===== config.mk =====
export PLATFORM = sky130hd
export DESIGN_NAME = send_cam
export DESIGN_NICKNAME = d
export VERILOG_FILES = /design/src/rtl/send_cam.sv
export SDC_FILE = /design/constraint.sdc
export NUM_CORES = 1
export LEC_CHECK = 0
export CAP_MARGIN = 20
export CORE_MARGIN = 2
export CORE_UTILIZATION = 30
export CTS_CLUSTER_SIZE = 12
export DETAILED_ROUTE_END_ITERATION = 7
export GPL_ROUTABILITY_DRIVEN = 0
export PLACE_DENSITY_LB_ADDON = 0.15
export SLEW_MARGIN = 20
export SYNTH_ARGS = -nofsm -noshare
export SYNTH_HDL_FRONTEND = slang
export SYNTH_SLANG_ARGS = --single-unit
export TNS_END_PERCENT = 50

===== constraint.sdc =====
create_clock -name cmos_pclk -period 2.6 [get_ports cmos_pclk]
set_input_delay 0.52 -clock cmos_pclk [delete_from_list [all_inputs] [get_ports cmos_pclk]]
set_output_delay 0.52 -clock cmos_pclk [all_outputs]
set_load 0.01 [all_outputs]

===== src/rtl/send_cam.sv =====
// send_cam -- DVP (OV-style) camera transmitter.
//
// Produces a synthetic camera frame on cmos_vsyn / cmos_href / cmos_data,
// clocked by cmos_pclk. Each pixel is sent as two bytes, high byte first.
// Pixels come in through a one-entry holding register with a valid/ready
// handshake.
//
// Handshake: a pixel transfers on every rising edge where
// pix_valid & pix_ready. The source holds pix_data stable while pix_valid=1
// and pix_ready=0. pix_ready does not depend on pix_valid.
//
// Ports
//   cmos_pclk   in   sole clock, rising edge
//   rst         in   synchronous active-high reset
//   en          in   frame enable, sampled only in IDLE
//   pix_data    in   [15:8] sent first, [7:0] second
//   pix_valid   in   pix_data valid
//   pix_ready   out  holding register can take a pixel this cycle
//   cmos_data   out  registered DVP byte (0x00 while href=0)
//   cmos_href   out  registered line valid
//   cmos_vsyn   out  registered frame sync, active high
//   frame_done  out  one-cycle pulse in the cycle after VFRONT ends
//   underrun    out  sticky: a byte pair was launched with no pixel held
//   fsm_state   out  current FSM state (debug)
module send_cam #(
  parameter int H_ACTIVE = 640,
  parameter int V_ACTIVE = 480,
  parameter int VS_W     = 8,
  parameter int V_BACK   = 16,
  parameter int H_BLANK  = 144,
  parameter int V_FRONT  = 10
) (
  input  logic        cmos_pclk,
  input  logic        rst,
  input  logic        en,
  input  logic [15:0] pix_data,
  input  logic        pix_valid,
  output logic        pix_ready,
  output logic [7:0]  cmos_data,
  output logic        cmos_href,
  output logic        cmos_vsyn,
  output logic        frame_done,
  output logic        underrun,
  output logic [2:0]  fsm_state
);

  typedef enum logic [2:0] {
    IDLE   = 3'd0,
    VSYNC  = 3'd1,
    VBACK  = 3'd2,
    LINE   = 3'd3,
    HBLANK = 3'd4,
    VFRONT = 3'd5
  } state_t;

  // Last count value of each timed state (counters start at 0 on entry).
  localparam logic [11:0] VS_LAST   = 12'(VS_W - 1);
  localparam logic [11:0] VB_LAST   = 12'(V_BACK - 1);
  localparam logic [11:0] LINE_LAST = 12'(2 * H_ACTIVE - 1);
  localparam logic [11:0] HB_LAST   = 12'(H_BLANK - 1);
  localparam logic [11:0] VF_LAST   = 12'(V_FRONT - 1);
  localparam logic [11:0] V_LINES   = 12'(V_ACTIVE);

  state_t      state, state_next;
  logic [11:0] cnt, cnt_next;
  logic [11:0] line_cnt, line_next;
  logic        fd_next;
  logic        take;
  logic        low_next;
  logic        accept;
  logic [15:0] hold;
  logic        hold_full;
  logic [7:0]  lo_byte;

  assign fsm_state = state;

  always_comb begin
    state_next = state;
    cnt_next   = cnt + 12'd1;
    line_next  = line_cnt;
    fd_next    = 1'b0;
    case (state)
      IDLE: begin
        cnt_next = 12'd0;
        if (en) begin
          state_next = VSYNC;
          line_next  = 12'd0;
        end
      end
      VSYNC: begin
        if (cnt == VS_LAST) begin
          state_next = VBACK;
          cnt_next   = 12'd0;
        end
      end
      VBACK: begin
        if (cnt == VB_LAST) begin
          state_next = LINE;
          cnt_next   = 12'd0;
        end
      end
      LINE: begin
        if (cnt == LINE_LAST) begin
          state_next = HBLANK;
          cnt_next   = 12'd0;
          line_next  = line_cnt + 12'd1;
        end
      end
      HBLANK: begin
        if (cnt == HB_LAST) begin
          cnt_next   = 12'd0;
          state_next = (line_cnt < V_LINES) ? LINE : VFRONT;
        end
      end
      VFRONT: begin
        if (cnt == VF_LAST) begin
          state_next = IDLE;
          cnt_next   = 12'd0;
          fd_next    = 1'b1;
        end
      end
      default: begin
        state_next = IDLE;
        cnt_next   = 12'd0;
      end
    endcase
  end

  // Outputs are loaded from the next-state view so that the registered
  // href/vsyn/data line up exactly with the state they belong to. The cycle
  // that loads a high byte is the take cycle; the one after loads the low byte.
  assign take      = (state_next == LINE) && !cnt_next[0];
  assign low_next  = (state_next == LINE) &&  cnt_next[0];
  assign pix_ready = !hold_full || take;
  assign accept    = pix_valid && pix_ready;

  always_ff @(posedge cmos_pclk) begin
    if (rst) begin
      state      <= IDLE;
      cnt        <= 12'd0;
      line_cnt   <= 12'd0;
      frame_done <= 1'b0;
      cmos_vsyn  <= 1'b0;
      cmos_href  <= 1'b0;
      cmos_data  <= 8'h00;
      underrun   <= 1'b0;
      hold       <= 16'h0000;
      hold_full  <= 1'b0;
      lo_byte    <= 8'h00;
    end else begin
      state      <= state_next;
      cnt        <= cnt_next;
      line_cnt   <= line_next;
      frame_done <= fd_next;
      cmos_vsyn  <= (state_next == VSYNC);
      cmos_href  <= (state_next == LINE);

      if (take) begin
        // An empty hold sends a zero pixel; line timing never stalls.
        cmos_data <= hold_full ? hold[15:8] : 8'h00;
        lo_byte   <= hold_full ? hold[7:0]  : 8'h00;
        if (!hold_full) underrun <= 1'b1;
      end else if (low_next) begin
        cmos_data <= lo_byte;
      end else begin
        cmos_data <= 8'h00;
      end

      // Refill wins over drain so take + accept in one cycle has no bubble.
      if (accept) begin
        hold      <= pix_data;
        hold_full <= 1'b1;
      end else if (take) begin
        hold_full <= 1'b0;
      end
    end
  end

endmodule


======== Word level (Yosys, flattened, before mapping) ========
Index checks and enable logic that the tools add are counted.
storage, ports and cells
  flip-flop bits (word level) ............. 64
  input bits .............................. 20
  output and inout port bits .............. 16
  word-level logic and storage cells ...... 66
cells by class
  add/subtract/negate cells ............... 2
  magnitude comparators ................... 1
  eq/ne operators ......................... 14
  mux-type cells .......................... 24
  bitwise gates (word level) .............. 2
  reduce and logical (&&, ||, !) cells .... 12
operators by type and width
  operator                                             count
  2-to-1 mux 12 bit                                    7
  one-hot mux 12 bit (5 select lines)                  1
  2-to-1 mux 8 bit                                     4
  adder 12 x 1 -> 12 bit, second input constant        2
  == test 12 x 4 -> 1 bit, second input constant       2
  one-hot mux 12 bit (2 select lines)                  1
  2-to-1 mux 3 bit                                     7
  one-hot mux 3 bit (6 select lines)                   1
  == test 12 x 11 -> 1 bit, second input constant      1
  == test 12 x 3 -> 1 bit, second input constant       1
  == test 12 x 8 -> 1 bit, second input constant       1
  < comparator 12 x 9 -> 1 bit, second input constant  1
  == test 3 x 2 -> 1 bit, second input constant        3
  == test 3 x 1 -> 1 bit, second input constant        2
  == test 3 bit, second input constant                 2
  != test 2 bit, second input constant                 2
  nonzero test 2 bit                                   2
  logical AND 1 bit                                    3
  zero test 3 bit                                      1
  2-to-1 mux 1 bit                                     3
  AND reduction 3 bit                                  1
  zero test 1 bit                                      2
  inverter 1 bit                                       2
  AND reduction 2 bit                                  1
  2 further kinds                                      2

======== Logic depth before layout (Yosys ltp) ========
  word-level depth ........................ 9
  depth in mapped cells ................... 10

======== Worst setup path after synthesis ========
No wires, ideal clock.
  path type ............................... register to output
  start point ............................. reg cnt[0]
  end point ............................... out pix_ready
  data arrival time ....................... 1.902 ns
  required time ........................... 2.080 ns
  slack ................................... 0.178 ns
  cell stages (with the launch flop) ...... 7
  cells stage by stage .................... dfxtp_1 > ha_1 > nor4bb_1 > a31oi_1 > a2111o_1 > a31oi_1 > nor3_1
between the ends
  longest elaborated chain between the ends .. 6
ends and longest elaborated chain
  item                                                                                              RTL line  text
  start: declaration                                                                                65        logic [11:0] cnt, cnt_next;
  start signal: assignment                                                                          152       cnt <= cnt_next;
  adder 12 x 1 -> 12 bit, or another cell as far along                                              79        cnt_next = cnt + 12'd1;
  2-to-1 mux 12 bit, or another cell as far along                                                   116       if (cnt == VF_LAST) begin
  one-hot mux 12 bit (5 select lines) / one-hot mux 3 bit (6 select lines) (equally long branches)  82        case (state)
  zero test 1 bit / == test 3 x 2 -> 1 bit (equally long branches)                                  132       assign take = (state_next == LINE) && !cnt_next[0];
  logical AND 1 bit (*)                                                                             132
  logical OR 1 bit (*)                                                                              134       assign pix_ready = !hold_full || take;
  end: declaration                                                                                  38        output logic pix_ready,
Every way passes the cells marked *; elsewhere a longest branch is shown, timed or not.

======== Final worst setup path ========
  start point ............................. reg cnt[1]
  end point ............................... out pix_ready
between the ends
  longest elaborated chain between the ends .. 6
ends and longest elaborated chain
  item                                                                                              RTL line
  == test 12 x 4 -> 1 bit, or another cell as far along                                             116
  2-to-1 mux 3 bit, or another cell as far along                                                    116
  one-hot mux 3 bit (6 select lines) / one-hot mux 12 bit (5 select lines) (equally long branches)  82
  == test 3 x 2 -> 1 bit / zero test 1 bit (equally long branches)                                  132
  logical AND 1 bit (*)                                                                             132
  logical OR 1 bit (*)                                                                              134
Marks and branches as above.

==> flow_summary.yaml <==
routing:
  vias: 2646
  wl_um: 7580
  via_per_inst: 4.61
  drtIter0Drc: 127
  wl_per_cell_um: 13.2
  dr.pass1.iters: 5
  drt_drc_violations_left: 0
  ant_nets: 0
status:
  violations: "setup timing"
  run_status: "finished, violations left"
setup_path:
  cp_cell_sequence: "ha_4 -> buf_6 -> nand4_1 -> buf_4 -> nor3_4 -> a211oi_2 -> a2111oi_2 -> nor3_2 -> buf_2"
  path_depth: 9
  startpoint: "cnt[1]"
  rrSetupSlack_ns: 0.16
  arrival_ns: 2.28
  critPathMaxFanout: 4
  path_buf_inv: 3
  crit_type: "reg -> out"
  cp_data_required_time_ns: 2.08
  r2r_cells: 10
  cpPeakStageDelay_ns: 0.44
  end_kind: "output pin"
  slowest_stage: "a2111oi_2"
  rr_endpoint: "lo_byte[7]"
  endpoint: "pix_ready"
  timing.rr.start: "cnt[8]"
  start_kind: "register"
  cp_top_family: "compound AO/OA/AOI/OAI gates"
floorplanning:
  coreArea_um2: 10200
  num_rows: 37
  ios: 36
  die_area_um2: 11200
  dieWidth_um: 106
  fp.dieH_um: 106
  initial_core_util_pct: 30.5
timing:
  tightest_slew_ns: 0.437
  slew_headroom_pct: 70.8
  fmax_mhz: 357
  worst_clock_skew_ns: 0.00774
  drv_slew: 0
  timing_hold_violations_final: 0
  fin_tns_setup_ns: -0.204
  finalSetupViolations: 1
  fin_crit_sh_pct: 108
  rsz0062_at_grt: "true"
  setup_ws_ns: -0.204
  final.min_clock_period_ns: 2.80
synthesis:
  ys_warn_count: 0
  synth_edf_count: 0
  yosysUniqueCellTypes: 48
  ys_seq_area_share_pct: 41.3
  ys_ff_latch: 64
  synthArstFlopShare_pct: 0
  syn_area_per_cell_um2: 8.97
  ys.flop_type: "dfxtp_1"
  synth.cell_area_um2: 3100
  syn_inst: 346
  syn-num-nets: 371
power_and_ir_drop:
  power.leakage_nw: 1.55
  p_per_area_nw_per_um2: 480
  total_power_mw: 2.09
  irDropWorstVdd_uv: 189
run:
  maxCapViolations: 0
cts:
  clock-sinks: 64
  clk_pin_slew_ns: 0.07
  cts_tree: "done"
  worst_skew_pair.late_latency_ns: 0.34
  cts_hold_buf: 0
  clock_tree.buffer_depth: 2
  cts_max_level: 3
  cts-buffers-inserted: 9
  cts-root-buf: "clkbuf_8"
layout:
  drive_above_1_share_pct: 23.7
  seq_area_um2: 1290
  final_cell_mix: "dfxtp_1 (61), buf_4 (58), nand2b_1 (37)"
  diodes: 0
  multiInputGateArea_um2: 1830
  nets: 458
  area_growth_pct: 40.0
  nFillCells: 1030
  mostFrequentLayoutCell: "dfxtp_1"
global_route:
  grt_pass1_wl_um: 13000
  grt_pass1_vias: 2707
  gr-total-overflow: 0
  grt_usage_pct: 14.6
  antenna_found_initial: 0
  grt_max_degree: 24
placed_design:
  port_buffers: 35
  dpl.hpwl_um: 5370
min_path:
  hp-class: "reg -> reg"
-- layer usage --
layer | routed length, um | GRT usage [%] | up-vias
li1 | - | - | 1394
met1 | 3880 | 20.0 | 1208
met2 | 3390 | 22.2 | 33
met3 | 193 | 3.22 | 11
met4 | 120 | 5.64 | 0
met5 | 0 | 0 | -
-- synthesized netlist by cell type (2+ instances only) --
library cell | instances | area, um2
o2111ai_1 | 3 | 26.3
and3_1 | 5 | 31.3
o31ai_1 | 8 | 60.1
nor2_1 | 31 | 116
o21ai_0 | 3 | 15.0
or3_1 | 2 | 12.5
a21oi_1 | 15 | 75.1
nor4_2 | 2 | 25.0
inv_1 | 8 | 30.0
a21boi_1 | 9 | 67.6
and2_1 | 3 | 18.8
nor4b_1 | 3 | 26.3
nand4_1 | 4 | 25.0
xor2_1 | 9 | 78.8
mux2i_1 | 17 | 170
nor4bb_1 | 2 | 20.0
xnor2_1 | 10 | 87.6
nand3_1 | 8 | 40.0
clkbuf_1 | 17 | 63.8
a211oi_1 | 4 | 30.0
nand2b_1 | 37 | 231
ha_1 | 5 | 62.6
nand3b_1 | 11 | 82.6
or3b_1 | 2 | 17.5
or4_1 | 9 | 67.6
nand2_1 | 28 | 105
dfxtp_1 | 64 | 1280
a31oi_1 | 3 | 18.8
nor3_1 | 5 | 25.0
-- where the power goes --
part | switching (mW) | total [mW] | internal (mW)
Combinational | 0.104 | 0.219 | 0.115
Clock | 0.410 | 0.852 | 0.442
Sequential | 0.0157 | 1.02 | 1.00
Total | 0.530 | 2.09 | 1.56
-- per-stage QoR --
stage / cells / cell area [um2] / utilization [%] / hold slack (ns) / setup WS (ns)
2_1_floorplan: 346 / 3100 / - / 0.431 / 0.178
3_3_place_gp: 553 / 4000 / 39.2 / 0.450 / -0.397
3_5_place_dp: 553 / 4000 / 39.2 / 0.444 / -0.393
4_1_cts: 571 / 4280 / 42.0 / 0.454 / -0.109
5_1_grt: 574 / 4350 / 42.7 / 0.485 / -0.305
6_report: 574 / 4350 / 42.7 / 0.445 / -0.204
-- sequential cells by signal (all words and copies together) (netlist names) --
signal and cells:
cmos_data 8, cmos_href 1, cmos_vsyn 1, cnt 12, frame_done 1, fsm_state 3, hold 16, hold_full 1
line_cnt 12, lo_byte 8, underrun 1
-- worst reg2reg max path, delay by kind of cell (launching register included) --
family                 cells  cell delay [ns]
AND/OR/NAND/NOR            4             0.97
buffers and inverters      4             0.70
AO/OA/AOI/OAI              2             0.41
flip-flops                 1             0.32
-- worst min path at each step --
stage	to	cells past startpoint	startpoint	slack [ns]
2_1_floorplan	cmos_data[0]	2	lo_byte[0]	0.43
3_3_place_gp	cmos_data[4]	2	lo_byte[4]	0.45
3_5_place_dp	underrun	2	underrun	0.44
4_1_cts	underrun	2	underrun	0.45
5_1_grt	cmos_data[7]	2	lo_byte[7]	0.48
6_report	underrun	2	underrun	0.45
-- what timing repair did --
item,4_1_cts,5_1_grt
resized for setup,18,9
endpoints found under the setup margin,1,16
setup buffers,2,3
gates cloned,0,0
pin swaps,7,6
-- cell type report --
cell class                 count  area share [%]
sequential                    64            29.7
timing repair buffer          96            19.1
clock inverter                 7            1.64
tap                          136            3.92
inverter                       8           0.691
clock buffer                   9            2.85
multi-input combinational    254            42.1
-- logic make-up after synthesis --
family                     count (synthesis)  share of synthesized area, %
buffers and inverters                     28                          3.67
DFF                                       64                          41.3
adders and majority gates                  5                          2.02
and+or+nand+nor                          162                          31.0
xor gates and xnor gates                  19                          5.36
muxes                                     17                          5.48
AOI/OAI and AO/OA                         51                          11.2
Note: power is estimated with default switching activity, not from simulation.
==> patch 1, RTL diff (same settings) <==
Reset style: asynchronous (`rst`), changed in one clocked block. Comments in the files are not updated.
--- a/src/rtl/send_cam.sv
+++ b/src/rtl/send_cam.sv
@@ -134,7 +134,7 @@
   assign pix_ready = !hold_full || take;
   assign accept    = pix_valid && pix_ready;
 
-  always_ff @(posedge cmos_pclk) begin
+  always_ff @(posedge cmos_pclk or posedge rst) begin
     if (rst) begin
       state      <= IDLE;
       cnt        <= 12'd0;
Behaviour: differs if rst is asserted again (counterexample within 4 cycles, from zero or initial values and one cycle with rst high); with rst held inactive, the same outputs for 10 cycles.
==> patch 1 against the unedited design <==
The flow still finishes with violations (negative setup slack); wire length increased by 33%; sequential cell count unchanged; cell count increased by 4.5%; setup slack got worse by 0.31 ns; synthesized cell count increased by 2.9%; first-iteration DRC count increased by 110%; final area increased by 16%; total power increased by 24%; area after synthesis increased by 11%; via count increased by 19%; hold slack improved by 0.030 ns; die area increased by 11%; global-route usage increased by 2.7 points; largest cell class unchanged; largest power group is now the clock network.
==> patch 1: results (changes against the unedited design) <==
Run status: finished with violations (unchanged). Violated checks: negative setup slack (unchanged). The via count of the first global-routing pass is 3,278 (was 2,707). The share of async-settable or async-resettable flops after synthesis came to 1.00 (was 0). The maximum clock skew at final layout is 0.00315 ns (was 0.00774 ns). The share of the yosys chip area belonging to registers came out at 0.463 (was 0.413).

The worst-case setup slack after placement came out at -0.704 ns (was -0.393 ns). The post-layout worst setup margin is -0.516 ns (was -0.204 ns). The largest vdd supply drop came to 0.260 mV (was 0.189 mV). The wire length of the first global-routing pass came out at 17,100 µm (was 13,000 µm). The commonest register cell after synthesis was sky130_fd_sc_hd__dfrtp_1 (was sky130_fd_sc_hd__dfxtp_1). The fraction of final layout cells with drive strength greater than 1 came out at 0.293 (was 0.237). The biggest fanout along the worst timing path is 3 (was 4).

Top cells by count, synth: sky130_fd_sc_hd__dfrtp_1, sky130_fd_sc_hd__nor2_1, sky130_fd_sc_hd__nand2_1 (was sky130_fd_sc_hd__dfxtp_1, sky130_fd_sc_hd__nand2b_1, sky130_fd_sc_hd__nor2_1). The worst-case headroom to the max-slew limit came out at 0.639 (was 0.708). The total track usage came out at 0.173 (was 0.146). Top cells by area, synth: sky130_fd_sc_hd__dfrtp_1, sky130_fd_sc_hd__a222oi_1, sky130_fd_sc_hd__nor2_1, sky130_fd_sc_hd__xor2_1, sky130_fd_sc_hd__o31ai_1 (was sky130_fd_sc_hd__dfxtp_1, sky130_fd_sc_hd__nand2b_1, sky130_fd_sc_hd__mux2i_1, sky130_fd_sc_hd__nor2_1, sky130_fd_sc_hd__nand2_1).

The die width came out at 111 µm (was 106 µm). The reported leakage power is 2.29 nW (was 1.55 nW). The first-iteration detailed-routing DRC count is 263 (was 127). The largest net degree at the start of global routing came out at 65 (was 24).

The switching power is 0.608 mW (was 0.530 mW). The worst stage delay on the critical path is 0.55 ns (was 0.44 ns). The average routed wire per standard cell is 16.9 µm (was 13.2 µm). The critical path arrival is 2.60 ns (was 2.28 ns). The net total in the final layout is 477 (was 458). The overall via count from detail_route is 3,141 (was 2,646). The number of buffers on the longest clock path is 2 (unchanged).

The HPWL after detailed placement is 6490 µm (was 5370 µm). The placed standard-cell area is 0.00443 mm² (was 0.00400 mm²). The final count of negative-setup-slack endpoints came out at 34 (was 1). The number of fill cells is 1,109 (was 1,030).

The buffer type at the clock tree root was sky130_fd_sc_hd__clkbuf_16 (was sky130_fd_sc_hd__clkbuf_8).
==> patch 1: stage by stage <==
step	utilization	std cells	TNS (ns)
3_3_place_gp	0.391	569	-7.61
4_1_cts	0.437	595	-9.21
5_1_grt	0.444	600	-11.48
2_1_floorplan	-	356	-4.65
3_5_place_dp	0.391	570	-8.48
6_report	0.444	600	-8.20
==> patch 1: logic make-up (layout without fill, tap and decap cells) <==
kind of cell,Yosys count,in the layout,synth area share
flops,64,64,0.463
simple gates,148,148,0.234
fa+ha+maj,5,5,0.0181
buf+inv,35,136,0.0380
mux,10,10,0.0322
xor+xnor,20,20,0.0506
compound gates,74,74,0.165
==> patch 1: per-layer routing <==
layer	vias up	GRT usage	wire length, µm
li1	1518	-	-
met1	1538	0.252	4970
met2	75	0.260	4550
met3	10	0.0354	430
met4	0	0.0560	158
met5	-	0	0
==> patch 1: final timing paths <==
| kind | slack, ns | cells after the start | from | to |
|---|---|---|---|---|
| worst max-delay path | -0.52 | 7 | cnt[10]$_DFF_PP0_ | pix_ready |
| worst min-delay path | 0.48 | 1 | underrun$_DFFE_PP0P_ | underrun$_DFFE_PP0P_ |
| worst max register to register | -0.35 | 11 | cnt[0]$_DFF_PP0_ | lo_byte[0]$_DFFE_PP0N_ |
| worst min register to register | 0.48 | 1 | underrun$_DFFE_PP0P_ | underrun$_DFFE_PP0P_ |
| max in group asynchronous | 1.74 | 3 | rst | hold[14]$_DFFE_PP0P_ |
| min in group asynchronous | 0.57 | 3 | rst | cmos_vsyn$_DFF_PP0_ |
==> patch 1: power by group through the flow <==
stage	clock network, mW	registers (mW)	logic, mW
after global routing	1.29	1.11	0.296
after floorplan	0	1.11	0.141
after CTS	1.25	1.10	0.269
after detailed placement	0	1.11	0.255
after global placement	0	1.11	0.251
final	1.22	1.10	0.267
==> patch 1: what timing repair did <==
action	in CTS	in global routing
setup buffers	7	6
setup endpoints to repair	36	36
cloned	2	0
gates resized for setup	39	12
pin swaps	18	11
==> patch 1: worst max-delay path, delay by kind of cell, from the launching register on <==
family          cells  cell delay (ns)
compound gates      2             0.27
buf+inv             1             0.12
flops               1             0.40
simple gates        4             1.47
==> patch 1: final cells by class <==
| cell class | instances | area share |
|---|---|---|
| Multi-Input combinational cell | 257 | 0.377 |
| Sequential cell | 64 | 0.319 |
| Timing Repair Buffer | 112 | 0.203 |
| Clock buffer | 11 | 0.0483 |
| Tap cell | 143 | 0.0356 |
| Clock inverter | 5 | 0.0112 |
| Inverter | 8 | 0.00598 |
==> patch 2, RTL diff (same flow settings) <==
Without the edit above. Set the parameter `H_BLANK` to 108 (it was 144).
--- a/src/rtl/send_cam.sv
+++ b/src/rtl/send_cam.sv
@@ -27,7 +27,7 @@
   parameter int V_ACTIVE = 480,
   parameter int VS_W     = 8,
   parameter int V_BACK   = 16,
-  parameter int H_BLANK  = 144,
+  parameter int H_BLANK  = 108,
   parameter int V_FRONT  = 10
 ) (
   input  logic        cmos_pclk,
Behaviour: same outputs for any inputs over 10 cycles, from zero or initial values and one cycle with rst high; that may be too few to reach the edited logic, so the function may still have changed.
==> patch 2 against the unedited design <==
The flow still finishes with violations (negative setup slack); total power is 10% higher; final area rose by 3.5%; fmax rose by 0.53%; clock skew rose by 0.0037 ns; global-route usage is 0.13 points higher; area after synthesis is 0.44% lower; sequential cell count is the same; setup slack better by 0.015 ns; wire length up 1.4%; critical endpoint unchanged; largest cell class unchanged.
==> patch 2: results (changes against the unedited design) <==
Run status: finished with violations (unchanged). Violated checks: negative setup slack (unchanged). The reg-to-reg startpoint is cnt[1]$_SDFF_PP0_ (was cnt[8]$_SDFF_PP0_).

The total track usage is 0.147 (was 0.146). The net count after synthesis came out at 373 (was 371). The share of async-settable or async-resettable flops after synthesis came out at 0 (unchanged). The reported leakage power came out at 1.69 nW (was 1.55 nW). The via count of the first global-routing pass is 2,640 (was 2,707). The largest net degree at the start of global routing is 27 (was 24). The net total in the final layout is 469 (was 458). The share of the yosys chip area belonging to registers was 0.415 (was 0.413).

The largest vdd supply drop is 0.219 mV (was 0.189 mV). The depth of the worst hold-timing path came out at 2 (unchanged). The fraction of final layout cells with drive strength greater than 1 came out at 0.258 (was 0.237). The number of distinct library cell variants in the gate-level netlist after synthesis is 51 (was 48). The post-layout worst setup margin is -0.189 ns (was -0.204 ns). The total wirelength of the detailed-routed design is 7680 µm (was 7580 µm). The first-iteration detailed-routing DRC count is 90 (was 127).

The biggest fanout along the worst timing path came out at 5 (was 4). The end point of the most critical hold path was underrun$_SDFFE_PP0P_ (unchanged). The final count of negative-setup-slack endpoints came to 17 (was 1). The quantity of I/O buffers inserted on ports is 35 (unchanged). The flop-to-flop setup slack came to -0.03 ns (was 0.16 ns). The via density per instance came out at 4.63 (was 4.61). The wire length of the first global-routing pass came out at 12,900 µm (was 13,000 µm). Top cells by count, synth: sky130_fd_sc_hd__dfxtp_1, sky130_fd_sc_hd__nand2b_1, sky130_fd_sc_hd__nor2_1 (unchanged).

The HPWL after detailed placement came to 5390 µm (was 5370 µm). The worst-case headroom to the max-slew limit came out at 0.709 (was 0.708). The number of iterations in the first detailed-routing pass came out at 4 (was 5). The critical register-to-register path endpoint is hold[2]$_SDFFE_PP0P_ (was lo_byte[7]$_SDFFE_PP0N_). Top cells by area, synth: sky130_fd_sc_hd__dfxtp_1, sky130_fd_sc_hd__nand2b_1, sky130_fd_sc_hd__mux2i_1, sky130_fd_sc_hd__nor2_1, sky130_fd_sc_hd__a21oi_1 (was sky130_fd_sc_hd__dfxtp_1, sky130_fd_sc_hd__nand2b_1, sky130_fd_sc_hd__mux2i_1, sky130_fd_sc_hd__nor2_1, sky130_fd_sc_hd__nand2_1). The placed standard-cell area came to 0.00405 mm² (was 0.00400 mm²).

The number of fill cells came out at 1,001 (was 1,030). The maximum clock skew at final layout is 0.0115 ns (was 0.00774 ns).
[patch 2: cells by family (layout without fill, tap and decap cells)]
family | after synthesis | count (layout) | share of synthesized area
and+or+nand+nor | 162 | 162 | 0.289
DFF | 64 | 64 | 0.415
AOI/OAI and AO/OA | 49 | 49 | 0.123
buffers and inverters | 32 | 133 | 0.0453
xor gates and xnor gates | 20 | 20 | 0.0567
muxes | 16 | 16 | 0.0518
adders and majority gates | 5 | 5 | 0.0202
[patch 2: final cells by class]
type | count | area share
Tap cell | 136 | 0.0379
Multi-Input combinational cell | 252 | 0.404
Inverter | 9 | 0.00751
Clock inverter | 6 | 0.0253
Clock buffer | 10 | 0.0306
Sequential cell | 64 | 0.287
Timing Repair Buffer | 108 | 0.208
[patch 2: worst max-delay path: stages (launching register included)]
cell	delay (ns)
sky130_fd_sc_hd__dfxtp_4	0.38
sky130_fd_sc_hd__ha_4	0.13
sky130_fd_sc_hd__and4bb_1	0.22
sky130_fd_sc_hd__nand2_1	0.06
sky130_fd_sc_hd__or4_4	0.48
sky130_fd_sc_hd__a41o_1	0.23
sky130_fd_sc_hd__o31ai_4	0.23
sky130_fd_sc_hd__buf_2	0.18
[patch 2: worst max path at each step]
stage | endpoint | cells past startpoint | from | slack, ns
after floorplan | pix_ready | 7 | cnt[0]$_SDFF_PP0_ | -0.006
after global placement | pix_ready | 7 | en | -0.54
after detailed placement | pix_ready | 7 | en | -0.56
after CTS | pix_ready | 7 | cnt[1]$_SDFF_PP0_ | -0.22
after global routing | pix_ready | 7 | cnt[1]$_SDFF_PP0_ | -0.30
final | pix_ready | 7 | cnt[1]$_SDFF_PP0_ | -0.19
[patch 2: what timing repair did]
item	in CTS	in global routing
endpoints found under the setup margin	17	35
gates cloned	1	0
pin swaps	10	5
endpoints found under the hold margin	0	0
hold buffers	0	0
buffers inserted	4	3
resized for setup	14	12
[patch 2: per-stage QoR]
stage	utilization	hold WS, ns	setup TNS (ns)	setup slack (ns)	instances
2_1_floorplan	-	0.432	-0.00638	-0.00638	348
3_3_place_gp	0.400	0.442	-5.52	-0.544	561
3_5_place_dp	0.400	0.440	-6.28	-0.555	561
4_1_cts	0.437	0.457	-2.20	-0.223	582
5_1_grt	0.443	0.491	-2.66	-0.302	585
6_report	0.443	0.448	-0.502	-0.189	585
[patch 2: layer usage]
| metal | wire length (µm) | vias up | global-route usage |
|---|---|---|---|
| li1 | - | 1416 | - |
| met5 | 0 | - | 0 |
| met2 | 3350 | 34 | 0.212 |
| met1 | 4020 | 1251 | 0.208 |
| met4 | 80 | 0 | 0.0592 |
| met3 | 232 | 10 | 0.0365 |
[patch 2: report_power, final]
group	switching [mW]	internal, mW	leakage, nW
combinational	0.0909	0.102	1.05
sequential	0.0121	0.998	0.521
clock	0.428	0.666	0.119
total	0.531	1.77	1.69
